## src/rtl/fetch_stage.sv

```systemverilog
// Instruction fetch stage: issues word fetches under a two-credit limit,
// buffers up to two returned instructions for decode, and discards the
// in-flight responses that a redirect has made stale.
module fetch_stage #(
  parameter logic [31:0] RESET_PC = 32'h0000_0000
) (
  input  logic        clock,
  input  logic        reset_n,
  output logic        imem_req,
  output logic [31:0] imem_addr,
  input  logic        imem_gnt,
  input  logic        imem_rvalid,
  input  logic [31:0] imem_rdata,
  input  logic        redirect,
  input  logic [31:0] redirect_pc,
  input  logic        id_ready,
  output logic        if_valid,
  output logic [31:0] if_instruction,
  output logic [31:0] if_pc
);

  typedef enum logic {
    S_FETCH,
    S_FLUSH
  } state_t;

  state_t      state;
  state_t      state_next;

  logic [31:0] pc;

  // Instruction buffer: entry 0 is the head presented to decode.
  logic        b0_vld;
  logic [31:0] b0_ins;
  logic [31:0] b0_pc;
  logic        b1_vld;
  logic [31:0] b1_ins;
  logic [31:0] b1_pc;

  // In-flight pc FIFO: entry 0 is the oldest outstanding request.
  logic [31:0] f0_pc;
  logic [31:0] f1_pc;
  logic [1:0]  inf_count;

  logic [1:0]  stale_count;
  logic [1:0]  stale_next;

  logic [2:0]  occupancy;
  logic        issue;
  logic        accept_rsp;
  logic        pop;
  logic        rsp_consume;

  assign occupancy   = {2'b00, b0_vld} + {2'b00, b1_vld} + {1'b0, inf_count};
  // Gated by reset_n so no request is presented while held in reset.
  assign imem_req    = reset_n && (state == S_FETCH) && !redirect && (occupancy < 3'd2);
  assign issue       = imem_req && imem_gnt;
  assign accept_rsp  = imem_rvalid && (state == S_FETCH) && !redirect;
  assign pop         = b0_vld && id_ready && !redirect;
  assign rsp_consume = imem_rvalid && (inf_count != 2'd0);

  assign imem_addr      = pc;
  assign if_valid       = b0_vld;
  assign if_instruction = b0_ins;
  assign if_pc          = b0_pc;

  // Next-state and stale-count update; a redirect turns every request
  // still outstanding after this cycle into a stale one.
  always_comb begin
    state_next = state;
    stale_next = stale_count;
    case (state)
      S_FETCH: begin
        if (redirect) begin
          stale_next = inf_count - {1'b0, rsp_consume};
          if (stale_next != 2'd0) state_next = S_FLUSH;
        end
      end
      S_FLUSH: begin
        if (imem_rvalid && (stale_count != 2'd0)) stale_next = stale_count - 2'd1;
        if (stale_next == 2'd0) state_next = S_FETCH;
      end
      default: begin
        state_next = S_FETCH;
        stale_next = '0;
      end
    endcase
  end

  // FSM state and stale counter registers.
  always_ff @(posedge clock or negedge reset_n) begin
    if (!reset_n) begin
      state       <= S_FETCH;
      stale_count <= '0;
    end else begin
      state       <= state_next;
      stale_count <= stale_next;
    end
  end

  // Fetch PC: redirect wins over the increment on a granted request.
  always_ff @(posedge clock or negedge reset_n) begin
    if (!reset_n) begin
      pc <= RESET_PC;
    end else if (redirect) begin
      pc <= redirect_pc;
    end else if (issue) begin
      pc <= pc + 32'd1;
    end
  end

  // In-flight FIFO: push issued address, pop on an accepted response.
  always_ff @(posedge clock or negedge reset_n) begin
    if (!reset_n) begin
      f0_pc     <= '0;
      f1_pc     <= '0;
      inf_count <= '0;
    end else if (redirect) begin
      inf_count <= '0;
    end else begin
      case ({issue, accept_rsp})
        2'b10: begin
          if (inf_count == 2'd0) f0_pc <= pc;
          else                   f1_pc <= pc;
          inf_count <= inf_count + 2'd1;
        end
        2'b01: begin
          f0_pc <= f1_pc;
          if (inf_count != 2'd0) inf_count <= inf_count - 2'd1;
        end
        2'b11: begin
          if (inf_count == 2'd2) begin
            f0_pc <= f1_pc;
            f1_pc <= pc;
          end else begin
            f0_pc <= pc;
          end
        end
        default: ;
      endcase
    end
  end

  // Instruction buffer: push at the tail, pop from the head, shift on pop.
  always_ff @(posedge clock or negedge reset_n) begin
    if (!reset_n) begin
      b0_vld <= 1'b0;
      b0_ins <= '0;
      b0_pc  <= '0;
      b1_vld <= 1'b0;
      b1_ins <= '0;
      b1_pc  <= '0;
    end else if (redirect) begin
      b0_vld <= 1'b0;
      b1_vld <= 1'b0;
    end else begin
      case ({accept_rsp, pop})
        2'b10: begin
          if (!b0_vld) begin
            b0_vld <= 1'b1;
            b0_ins <= imem_rdata;
            b0_pc  <= f0_pc;
          end else begin
            b1_vld <= 1'b1;
            b1_ins <= imem_rdata;
            b1_pc  <= f0_pc;
          end
        end
        2'b01: begin
          b0_vld <= b1_vld;
          b0_ins <= b1_ins;
          b0_pc  <= b1_pc;
          b1_vld <= 1'b0;
        end
        2'b11: begin
          // Simultaneous push and pop: the new entry lands behind whatever
          // remains so ordering is preserved and the count is unchanged.
          if (b1_vld) begin
            b0_ins <= b1_ins;
            b0_pc  <= b1_pc;
            b1_ins <= imem_rdata;
            b1_pc  <= f0_pc;
          end else begin
            b0_ins <= imem_rdata;
            b0_pc  <= f0_pc;
          end
        end
        default: ;
      endcase
    end
  end

endmodule

```

## config.mk

```make
export PLATFORM = sky130hd
export DESIGN_NAME = fetch_stage
export DESIGN_NICKNAME = d
export VERILOG_FILES = /design/src/rtl/fetch_stage.sv
export SDC_FILE = /design/constraint.sdc
export NUM_CORES = 1
export LEC_CHECK = 0
export CAP_MARGIN = 40
export CORE_UTILIZATION = 45
export CTS_CLUSTER_SIZE = 28
export DETAILED_ROUTE_END_ITERATION = 16
export GPL_ROUTABILITY_DRIVEN = 0
export HOLD_SLACK_MARGIN = 0.15
export PLACE_DENSITY_LB_ADDON = 0.15
export SETUP_SLACK_MARGIN = 0.1
export SLEW_MARGIN = 20
export SYNTH_ARGS = -nofsm -noshare
export SYNTH_HDL_FRONTEND = slang
export SYNTH_SLANG_ARGS = --single-unit
export TNS_END_PERCENT = 20
```

## constraint.sdc

```tcl
create_clock -name clock -period 2.9 [get_ports clock]
set_input_delay 0.58 -clock clock [delete_from_list [all_inputs] [get_ports clock]]
set_output_delay 0.58 -clock clock [all_outputs]
set_load 0.01 [all_outputs]
```

**Yosys cells after proc, flatten, opt, wreduce, memory -nomap -nowiden**

Cells that the tools add are included.

- Bits in registers: 231
- Output and inout bits: 98
- Input bits: 70
- Word-level logic and storage cells: 103

- $add $sub $neg: 7
- Equality and inequality tests: 16
- Magnitude comparators: 1
- Reductions and logical operators: 29
- Bitwise operators: 2
- Mux-type cells: 36

Operators with widths:

| kind | number |
|---|---|
| $mux 32 | 14 |
| $pmux 32 s3 | 3 |
| $pmux 32 s2 | 3 |
| $add 32x1->32 const B | 1 |
| $ne 2x2->1 const B | 7 |
| $reduce_bool 2->1 | 6 |
| $reduce_bool 3->1 | 4 |
| $eq 2x2->1 const B | 5 |
| $logic_and 1x1->1 | 10 |
| $mux 2 | 5 |
| $pmux 2 s2 | 2 |
| $reduce_and 4->1 | 2 |
| $mux 1 | 6 |
| $ne 3x3->1 const B | 2 |
| $pmux 1 s2 | 3 |
| $reduce_and 3->1 | 2 |
| $eq 2x1->1 const B | 2 |
| $logic_not 2->1 | 2 |
| $reduce_and 2->1 | 2 |
| $sub 2x1->2 const B | 2 |
| $add 2x2->3 | 1 |
| $lt 3x2->1 const B | 1 |
| $add 1x1->2 | 1 |
| $add 2x1->2 const B | 1 |
| 3 further kinds | 4 |

**Depth between registers and ports, before layout**

- Depth in word-level cells: 8
- Depth in mapped cells: 9
- Depth with buffers taken out: 7

**Worst setup path after synthesis**

OpenSTA, ideal clock, no wires.

- Path type: register to register
- Start: register inf_count[0]
- End: register f1_pc[22]
- Library setup time: 0.125 ns
- Data required time: 2.775 ns
- Period minus slack after synthesis: 2.195 ns
- Cell stages (with the launch flop): 7
- Arrival time: 2.070 ns
- Slack: 0.705 ns
- Cells stage by stage: dfrtp_1 ha_1 a211oi_2 nand3_1 a211oi_2 buf_2 mux2_2

- Cells in the longest elaborated chain, start to end: 7
- Elaborated cells between the ends (all ways): 13

Ends and longest elaborated chain:

| item | line | RTL |
|---|---|---|
| from (decl) | 43 | `logic [1:0] inf_count;` |
| from (signal assigned) | 125 | `inf_count <= inf_count + 2'd1;` |
| from (signal assigned) | 129 | `if (inf_count != 2'd0) inf_count <= inf_count - 2'd1;` |
| $add 2x2->3 | 54 | `assign occupancy = {2'b00, b0_vld} + {2'b00, b1_vld} + {1'b0, inf_count};` |
| $lt 3x2->1 | 56 | `assign imem_req = reset_n && (state == S_FETCH) && !redirect && (occupancy < 3'd2);` |
| $logic_and 1x1->1 | 56 |  |
| $logic_and 1x1->1 | 57 | `assign issue = imem_req && imem_gnt;` |
| $eq 2x2->1 | 121 | `case ({issue, accept_rsp})` |
| $ne 2x2->1 (no source line) or $reduce_bool 2->1 (tied branches) | n/a |  |
| $reduce_and 4->1 (no source line) | n/a |  |
| to (signal assigned) | 124 | `else f1_pc <= pc;` |
| to (signal assigned) | 134 | `f1_pc <= pc;` |
| to (decl) | 42 | `logic [31:0] f1_pc;` |

Several ways; a longest one is shown, not always the timed one.
A chain may end at the register's enable or synchronous reset.

**Worst setup path in the final report**

- Start: register b0_vld (netlist: if_valid)
- End: output port imem_req

- Cells in the longest elaborated chain, start to end: 4

Ends and longest elaborated chain:

| item | line | RTL |
|---|---|---|
| from (decl) | 33 | `logic b0_vld;` |
| from (signal assigned) | 170 | `b0_vld <= b1_vld;` |
| $add 1x1->2 | 54 |  |
| $add 2x2->3 | 54 |  |
| $lt 3x2->1 | 56 |  |
| $logic_and 1x1->1 | 56 |  |
| to (decl) | 9 | `output logic imem_req,` |

Every way passes these cells.

==> metrics.yaml <==
synth:
  post-synth-top-area-cell: "dfrtp_1"
  synth_edf_count: 0
  synth-async-reset-ratio_pct: 100
  yosysWarnings: 0
  synth.distinct_cells: 55
  synth_top_area_share_pct: 54.7
  netlist_instances: 967
  synth_nets: 1041
  syn_area_per_cell_sq_um: 10.9
  synthesis.area_sq_um: 10600
  ys_top_cells_by_area: "dfrtp_1 55%, mux2_4 8.5%, nand2_1 6.9%"
  synth-seq-cells: 231
  ys_seq_area_share_pct: 54.7
  ys.flop_type: "dfrtp_1"
clock_tree:
  clk_path_buf_depth: 3
  clock_latency_ns: 0.52
  cts_buffers: 25
  root_buffer: "clkbuf_16"
  htree_levels: 1
  cts_hold_buf: 0
  numClockSinks: 231
  clkTransAtPathRegs_ns: 0.06
  cts_tree: "built"
worst_setup_path:
  r2r_start: "if_valid$_DFFE_PN0P_"
  critical_path_depth: 4
  setup.worst_path.class: "reg -> out"
  max_stage_delay_ns: 0.53
  start_kind: "flop"
  cp_top_family: "buffers and inverters"
  crit_arrival_ns: 2.14
  path_cells: "ha_1, a211oi_2, and2_4, clkdlybuf4s50_1"
  worstRegToRegCells: 8
  critical_path_required_ns: 2.32
  reg2reg_setup_slack_ns: 0.40
  r2r_end: "imem_addr[25]$_DFFE_PN0P_"
  cp_slowest_cell: "clkdlybuf4s50_1"
  cp-startpoint: "if_valid$_DFFE_PN0P_"
  path_max_fanout: 2
  path_buf_inv: 1
  end_kind: "output pin"
sta:
  setup_viol: 0
  max_slew_margin_pct: 52.1
  final.setup.tns_ns: 0
  rsz0062_at_grt: "no"
  slew_violations: 0
  clock.fmax_mhz: 367
  worstMarginPinSlew_ns: 0.718
  finalHoldViolCount: 0
  period_needed_ns: 2.72
  timing.final.crit_share_pct: 93.8
  finClkSkew_ns: 0.0197
placement:
  dp_hpwl_mm: 16.9
  place_inst: 1416
  io_buffers: 167
  place_area_sq_um: 12600
final_layout:
  fin_cells: 1464
  mostFrequentLayoutCell: "dfrtp_1"
  final_cell_mix: "230 x dfrtp_1, 193 x nand2_1, 165 x clkdlybuf4s50_1"
  drive_gt1_share_pct: 16.5
  design_area_sq_um: 13500
  synthToLayoutAreaGrowth_pct: 28.1
  fillers: 1959
  final_nets: 1207
  antenna_cells: 0
detailed_routing:
  postRouteWirelength_mm: 25.0
  drc: 0
  postRouteAntennaNets: 0
  post_drt_wl_per_cell_um: 17.1
  first_pass_iters: 4
  num_vias: 7792
  avgViaCountPerCell: 5.32
  drtIter0Drc: 453
run_status:
  status: "complete, no violations"
power_and_ir_drop:
  ir_drop_mv: 0.403
  p_per_area_nw_per_um2: 883
  leakage_nw: 6.01
floorplanning:
  fp.dieW_um: 155
  core_area_sq_um: 22800
  die_h_um: 155
  row_count: 55
  initial_core_util_pct: 46.3
  die-area_sq_um: 24100
  ioPinCount: 168
run:
  drv_cap: 0
grt:
  grt_max_degree: 65
  grt.overflow.total: 0
  grt_usage_pct: 21.5
  grt_pass1_vias: 7610
  antenna_found_initial: 1
  grt_first_pass_wirelength_mm: 41.5
hold_path:
  min_path_type: "in -> async"
==> what timing repair did <==
action	in CTS	in global routing
endpoints found under the setup margin	1	0
setup buffers	2	0
resized for setup	3	0
==> worst register-to-register path, cell delays in order, from the launching register on <==
cell and delay (ns):
dfrtp_1 0.38, ha_1 0.31, a211oi_2 0.22, buf_4 0.15, and3_1 0.53, nor2_1 0.22
buf_4 0.23, o21ai_0 0.15, o311ai_0 0.17
==> layout make-up <==
| class | count | area, sq um | area share (%) |
|---|---|---|---|
| repair buffers | 202 | 2090 | 15.5 |
| clock inverters | 13 | 153 | 1.13 |
| multi-input cells | 663 | 4390 | 32.4 |
| flip-flops and latches | 231 | 5780 | 42.7 |
| inverters | 10 | 37.5 | 0.277 |
| well taps | 313 | 392 | 2.89 |
| clock buffers | 32 | 692 | 5.11 |
==> flip-flops by register name (all words and copies together) (netlist names), 2 cells and up <==
name	count
if_pc	32
imem_addr	32
if_instruction	32
b1_ins	32
inf_count	2
stale_count	2
f0_pc	32
f1_pc	32
b1_pc	32
==> synthesized netlist by cell type (all sizes together), types with 4 or more instances <==
cell type / instances
nand3: 16
a31oi: 59
clkbuf: 29
o311ai: 7
ha: 4
and3: 4
a21oi: 18
dfrtp: 231
o22ai: 6
xnor2: 4
buf: 34
a22oi: 6
o21ai: 56
o211ai: 9
nand4: 14
inv: 10
nand2: 193
nor2: 87
nor3: 6
xor2: 4
mux2: 96
mux2i: 34
==> logic make-up (layout without fill, tap and decap cells) <==
group                    after synthesis  after routing  synth area share [%]
AND/OR/NAND/NOR                      342            342                  13.6
flip-flops                           231            231                  54.7
AO/OA/AOI/OAI                        179            179                  10.7
multiplexers                         130            130                  15.6
buffers and inverters                 73            257                  4.27
XOR/XNOR                               8              8                 0.663
adder cells (fa/ha/maj)                4              4                 0.474
==> per-stage QoR <==
step	util, %	hold WS [ns]	total power [mW]	setup WS (ns)
2_1_floorplan	-	0.284	6.98	0.705
3_3_place_gp	55.2	0.468	8.64	0.181
3_5_place_dp	55.4	0.476	8.77	0.151
4_1_cts	59.2	0.236	12.1	0.150
5_1_grt	59.3	0.278	12.7	0.107
6_report	59.3	0.222	12.0	0.179
==> per-layer routing <==
metal	vias up	routed length, um	global-route usage [%]
met1	3777	12300	32.9
met4	2	357	4.95
met3	32	1460	3.48
met5	-	13	0
met2	248	10800	31.8
li1	3733	-	-
==> report_power, final <==
part | leakage [nW] | internal [mW] | total (mW) | switching, mW
Clock | 0.415 | 1.95 | 3.24 | 1.29
Sequential | 2.90 | 4.38 | 5.20 | 0.822
Combinational | 2.69 | 2.04 | 3.51 | 1.47
==> worst max path at each step <==
stage | to | slack, ns
floorplan | f1_pc[22]$_DFFE_PN0P_ | 0.71
global placement | b1_pc[23]$_DFFE_PN0P_ | 0.18
detailed placement | b1_pc[21]$_DFFE_PN0P_ | 0.15
CTS | imem_req | 0.15
global route | imem_req | 0.11
finish | imem_req | 0.18
Power figures use the tool's default switching activity.
